`src/rtl/dbi_ac_encoder.sv`:
```
// dbi_ac_encoder: two-stage DBI-AC encoder with valid/ready handshake and saturating inversion counter
module dbi_ac_encoder #(
  parameter int LANES = 4,
  parameter int CNT_W = 16
) (
  input  logic               clk,
  input  logic               rst,
  input  logic               in_valid,
  output logic               in_ready,
  input  logic [8*LANES-1:0] in_data,
  output logic               out_valid,
  input  logic               out_ready,
  output logic [8*LANES-1:0] out_data,
  output logic [LANES-1:0]   out_dbi,
  output logic [CNT_W-1:0]   inv_count,
  input  logic               clr_count
);
  logic               a_valid, rdy_en, a_to_b;
  logic [8*LANES-1:0] a_data, enc;
  logic [LANES-1:0]   inv;
  logic [3:0]         pc, n_inv;
  logic [CNT_W:0]     sum;
  logic [CNT_W-1:0]   sat;
  assign a_to_b   = a_valid && (!out_valid || out_ready);
  // rdy_en keeps in_ready low while reset is held and until the first edge after release
  assign in_ready = rdy_en && (!a_valid || a_to_b);
  // transition vector counts the DBI line as if the lane were sent true (DBI=0)
  always_comb begin
    inv   = '0;
    n_inv = '0;
    pc    = '0;
    enc   = a_data;
    for (int k = 0; k < LANES; k++) begin
      pc = 4'(out_dbi[k]);
      for (int i = 0; i < 8; i++) pc = pc + 4'(a_data[8*k+i] ^ out_data[8*k+i]);
      inv[k]       = pc >= 4'd5;
      n_inv        = n_inv + 4'(inv[k]);
      enc[8*k +: 8] = inv[k] ? ~a_data[8*k +: 8] : a_data[8*k +: 8];
    end
  end
  assign sum = {1'b0, inv_count} + (CNT_W+1)'(n_inv);
  assign sat = sum[CNT_W] ? '1 : sum[CNT_W-1:0];
  always_ff @(posedge clk or posedge rst) begin
    if (rst) begin
      rdy_en    <= 1'b0;
      a_valid   <= 1'b0;
      a_data    <= '0;
      out_valid <= 1'b0;
      out_data  <= '0;
      out_dbi   <= '0;
      inv_count <= '0;
    end else begin
      rdy_en    <= 1'b1;
      a_valid   <= (in_valid && in_ready) || (a_valid && !a_to_b);
      if (in_valid && in_ready) a_data <= in_data;
      out_valid <= a_to_b || (out_valid && !out_ready);
      if (a_to_b) begin
        out_data <= enc;
        out_dbi  <= inv;
      end
      inv_count <= clr_count ? '0 : a_to_b ? sat : inv_count;
    end
  end
endmodule

```
`config.mk`:
```
export PLATFORM = sky130hd
export DESIGN_NAME = dbi_ac_encoder
export DESIGN_NICKNAME = d
export VERILOG_FILES = /design/src/rtl/dbi_ac_encoder.sv
export SDC_FILE = /design/constraint.sdc
export NUM_CORES = 1
export LEC_CHECK = 0
export ABC_AREA = 1
export BUFFER_PORTS_ARGS = -buffer_cell sky130_fd_sc_hd__buf_2
export CAP_MARGIN = 10
export CORE_MARGIN = 2
export CORE_UTILIZATION = 60
export DETAILED_ROUTE_END_ITERATION = 8
export PLACE_DENSITY = 0.95
export SLEW_MARGIN = 5
export SYNTH_ARGS = -nofsm -noshare
export SYNTH_HDL_FRONTEND = slang
export SYNTH_SLANG_ARGS = --single-unit
```
`constraint.sdc`:
```
create_clock -name clk -period 8.08 [get_ports clk]
set_input_delay 1.616 -clock clk [delete_from_list [all_inputs] [get_ports clk]]
set_output_delay 1.616 -clock clk [all_outputs]
set_load 0.02 [all_outputs]
```
# Word level (Yosys, flattened, before mapping)
# Index checks and enable logic that the tools add are counted.
[word_totals]
regBits = 87
input_bits = 37
output_inout_bits = 54
wordCells = 104
[classes]
add_sub_neg = 36
n_lt_le_gt_ge = 4
muxes = 7
n_bitwise = 36
reduce_logical = 14
[ops]
columns = ["operator", "n"]
rows = [
  ["$add A4 B1 Y4", 20],
  ["$mux W16", 3],
  ["$mux W8", 4],
  ["$not A8 Y8", 4],
  ["$xor A1 B1 Y1", 32],
  ["$add A3 B1 Y4", 5],
  ["$add A16 B4 Y17", 1],
  ["$ge A4 B3 Y1 const B", 4],
  ["$add A2 B1 Y3", 5],
  ["$add A1 B1 Y2", 5],
  ["$logic_and A1 B1 Y1", 5],
  ["$logic_not A1 Y1", 4],
  ["$logic_or A1 B1 Y1", 4],
  ["$reduce_bool A2 Y1", 1],
]

# Depth between registers and ports, before layout
[logic_depth]
depth_word = 17
mapped_depth = 24
ltp_nobuf = 24

# Worst setup path after synthesis
# OpenSTA, ideal clock, no wires.
[synth_path]
path_kind = "register to register"
startpoint = "reg out_data[0]"
endpoint = "reg inv_count[12]"
setup_ns = 0.126
t_arrival_ns = 5.243
required_time_ns = 7.954
path_slack_ns = 2.711
path_stages_with_launch = 24
n_path_buf = 0
period_less_slack_ns = 5.369
cell_sequence = "dfrtp_1 xnor2_1 fa_1 fa_1 fa_1 inv_1 fa_1 inv_1 fa_1 inv_1 o21ai_2 nand2_2 fa_1 inv_1 fa_1 inv_1 fa_1 nand2_2 inv_1 nand3_1 nor2_2 nand3_1 nand3_1 o21ai_0"
[synth_between]
elab_chain_cells = 17
[synth_rtl]
columns = ["item", "line", "rtl"]
rows = [
  ["from (decl)", "13", "output logic [8*LANES-1:0] out_data,"],
  ["from (signal assigned)", "58", "out_data <= enc;"],
  ["$xor A1 B1 Y1", "35", "for (int i = 0; i < 8; i++) pc = pc + 4'(a_data[8*k+i] ^ out_data[8*k+i]);"],
  ["$add A1 B1 Y2", "35", ""],
  ["$add A2 B1 Y3", "35", ""],
  ["$add A3 B1 Y4", "35", ""],
  ["$add A4 B1 Y4 (5 in a row)", "35", ""],
  ["$ge A4 B3 Y1", "36", "inv[k] = pc >= 4'd5;"],
  ["net inv[0]", "20", "logic [LANES-1:0] inv;"],
  ["$add A1 B1 Y2", "37", "n_inv = n_inv + 4'(inv[k]);"],
  ["$add A2 B1 Y3", "37", ""],
  ["$add A3 B1 Y4", "37", ""],
  ["$add A16 B4 Y17", "41", "assign sum = {1'b0, inv_count} + (CNT_W+1)'(n_inv);"],
  ["$mux W16", "42", "assign sat = sum[CNT_W] ? '1 : sum[CNT_W-1:0];"],
  ["$mux W16 (2 in a row)", "61", "inv_count <= clr_count ? '0 : a_to_b ? sat : inv_count;"],
  ["to (signal assigned)", "61", ""],
  ["to (decl)", "15", "output logic [CNT_W-1:0] inv_count,"],
]
# The timed path passes the listed nets, and every way through them passes these cells. The select of a mux whose other input is x is not followed.
# A chain may end at the register's enable or synchronous reset.

# Final worst setup path
[layout_path]
startpoint = "reg a_data[0]"
endpoint = "reg inv_count[9]"
[layout_between]
elab_chain_cells = 17
[layout_rtl]
columns = ["item", "line", "rtl"]
rows = [
  ["from (decl)", "19", "logic [8*LANES-1:0] a_data, enc;"],
  ["from (signal assigned)", "55", "if (in_valid && in_ready) a_data <= in_data;"],
  ["$xor A1 B1 Y1", "35", ""],
  ["$add A1 B1 Y2", "35", ""],
  ["$add A2 B1 Y3", "35", ""],
  ["$add A3 B1 Y4", "35", ""],
  ["$add A4 B1 Y4 (5 in a row)", "35", ""],
  ["$ge A4 B3 Y1", "36", ""],
  ["net inv[0]", "20", ""],
  ["$add A1 B1 Y2", "37", ""],
  ["$add A2 B1 Y3", "37", ""],
  ["$add A3 B1 Y4", "37", ""],
  ["$add A16 B4 Y17", "41", ""],
  ["$mux W16", "42", ""],
  ["$mux W16 (2 in a row)", "61", ""],
]
# The timed path passes the listed nets, and every way through them passes these cells. The select of a mux whose other input is x is not followed.

==> run metrics <==
clk buf depth 2; complex-gate fraction of the synthesized area 5.40%; Die Y 96.6 µm; simple-gate share of the synthesized area 23.9%; final std cells w/o fill 809; Final Cycle Share 75.6%; Detailed Place HPWL 8250 µm; CTS tree yes; area of the multi-input gates 2580 µm²; fill cell count 639; worst skew pair latency 0.37 ns; core area 8260 µm²; Slew headroom 25.4%; Reg2Reg Setup Slack 1.97 ns; Critical R2R Launch a_data[0]; Seq/Total Area, Yosys 42.3%; reg2reg end inv_count[9]; pre-CTS WS 2.04 ns; fin util 70.6%; final setup margin 1.97 ns; reg2reg path depth 22; worst-margin pin slew 1.12 ns; Area Overhead vs Synth 13.4%; Hold Path Class reg2reg; clk sinks 87; Setup violations, final 0; placed insts 795; Port Buffer Count 90; Synth warnings 0; Via density 5.33; Max-Cap Viols 0; # rows 33; total wire length 11700 µm; CTS resizes 0; grt ovf 0; initial antenna violation count 0; largest net degree at the start of global routing 88; Final TNS setup 0 ns; Worst Path Arrival 6.41 ns; Post-Synthesis Cells 616; post-synthesis net count 685; crit end category flip-flop; Reg area 2180 µm²; die width 96.6 µm; multiplexer area fraction after synthesis 2.85%; Synth Area in Adders 11.1%; setup repair after global routing missed its margin false; synth unique cells 28; detailed router's first-iteration violation count 189; Initial Util 62.3%; CTS HTree Levels 3; Die ar. 9330 µm²; Critical Path End inv_count[9]; # DRC 0; Worst-path clk slew 0.08 ns; vias in the first global route 4394; critical path class reg2reg; postcts setup bufs 0; Req. time, crit path 8.38 ns; Setup crit start a_data[0]; commonest non-fill, non-tap cells in the layout nand2_1 (203), buf_2 (90), dfrtp_1 (87); count of final hold-check violations 0; Total Nets Final 770; post-synthesis xor/xnor area fraction 6.81%; gpl congestion 0.895; #FFs+latches synth 87; Cell Area, Synth 5140 µm²; Final ANT Viol Nets 0; status complete, no violations; commonest non-fill, non-tap cell in the layout nand2_1; cts hold-fix bufs 0; router iterations before antenna repair 4; Tot GR Track Use 27.0%; largest family of logic cells by synthesized area simple AND/OR/NAND/NOR gates; routed vias 4312; CP Max Fanout 11; Final min period 6.11 ns; max-slew violations 0; Ant. Diodes 0; first-pass GRT wire length 19300 µm; CTS Buf Count 9; CTS root buf clkbuf_8; share of cells above drive strength 1 19.2%; Routed wire per std cell 14.5 µm; clk_skew 0.0141 ns; Ports 91; synthesized area per cell 8.35 µm²; Worst setup SP type flip-flop; Fmax 164 MHz
worst max-delay path, cell delays in order, from the launching register on:
cell     delay [ns]
dfrtp_1        0.41
xnor2_1        0.24
fa_1           0.49
fa_1           0.52
fa_1           0.49
inv_1          0.09
fa_1           0.21
inv_1          0.07
fa_1           0.49
inv_1          0.05
o21ai_2        0.35
nand2_2        0.26
fa_1           0.55
inv_1          0.06
fa_1           0.40
inv_1          0.09
fa_1           0.20
nand2_2        0.08
nor2_2         0.16
nand4_1        0.45
nand3_1        0.25
nand2_1        0.06
nand2_1        0.09
through the flow:
stage,instance area (µm²),hold WS (ns)
after CTS,5830,0.516
after global placement,5620,0.485
after floorplan,5140,0.476
after detailed placement,5620,0.497
after global routing,5830,0.545
final,5830,0.515
registers in the layout, indices dropped and copies added (netlist names):
name       count
out_dbi        4
a_data        32
inv_count     16
rdy_en         1
a_valid        1
out_valid      1
out_data      32
metal layers:
metal	vias up	part of all wire, %	global-route usage, %
li1	2076	-	-
met4	0	3.3	11.9
met2	139	50	46.1
met1	2063	40	32.6
met3	34	6.0	6.36
met5	-	0	0
synth_stat cells:
master / instances / area (µm²)
buf_4: 2 / 15.0
xor2_1: 5 / 43.8
buf_6: 4 / 45.0
dfrtp_1: 87 / 2180
buf_2: 9 / 45.0
nand4_1: 4 / 25.0
o21ai_2: 2 / 17.5
nor2_1: 37 / 139
o21ai_1: 3 / 15.0
mux2_2: 13 / 146
o21ai_0: 29 / 145
a21oi_1: 20 / 100
ha_1: 9 / 113
clkbuf_2: 1 / 5.00
fa_1: 23 / 460
inv_2: 3 / 11.3
nand2_1: 203 / 762
nand2_4: 1 / 11.3
inv_1: 68 / 255
clkinv_1: 1 / 3.75
nand3_1: 42 / 210
nand2_2: 8 / 50.1
conb_1: 1 / 3.75
nand3b_1: 1 / 7.51
xnor2_1: 35 / 307
or2_0: 1 / 6.26
clkbuf_1: 1 / 3.75
nor2_2: 3 / 18.8
logic make-up (layout without fill, tap and decap cells):
family,Yosys count,after routing
other,1,1
AND/OR/NAND/NOR,300,300
XOR/XNOR,40,40
buffers and inverters,89,177
multiplexers,13,13
AO/OA/AOI/OAI,54,54
flip-flops,87,87
adder cells (fa/ha/maj),32,32
cell type report:
type / instances / share of cell area, %
well taps: 105 / 2.25
clock inverters: 3 / 1.18
inverters: 72 / 4.66
repair buffers: 91 / 7.86
flip-flops and latches: 87 / 37.3
clock buffers: 11 / 2.43
multi-input cells: 440 / 44.3
worst min-delay path by stage:
stage | endpoint | cells past startpoint | start | slack, ns
finish | out_valid | 2 | a_valid | 0.52
global route | out_valid | 2 | a_valid | 0.54
CTS | out_valid | 2 | a_valid | 0.52
detailed placement | out_valid | 2 | a_valid | 0.50
global placement | out_valid | 2 | a_valid | 0.48
floorplan | out_valid | 2 | a_valid | 0.48
Power is left out: the tool's default activity adds up to more than one toggle a clock period on the data nets, which glitch-free logic cannot reach.
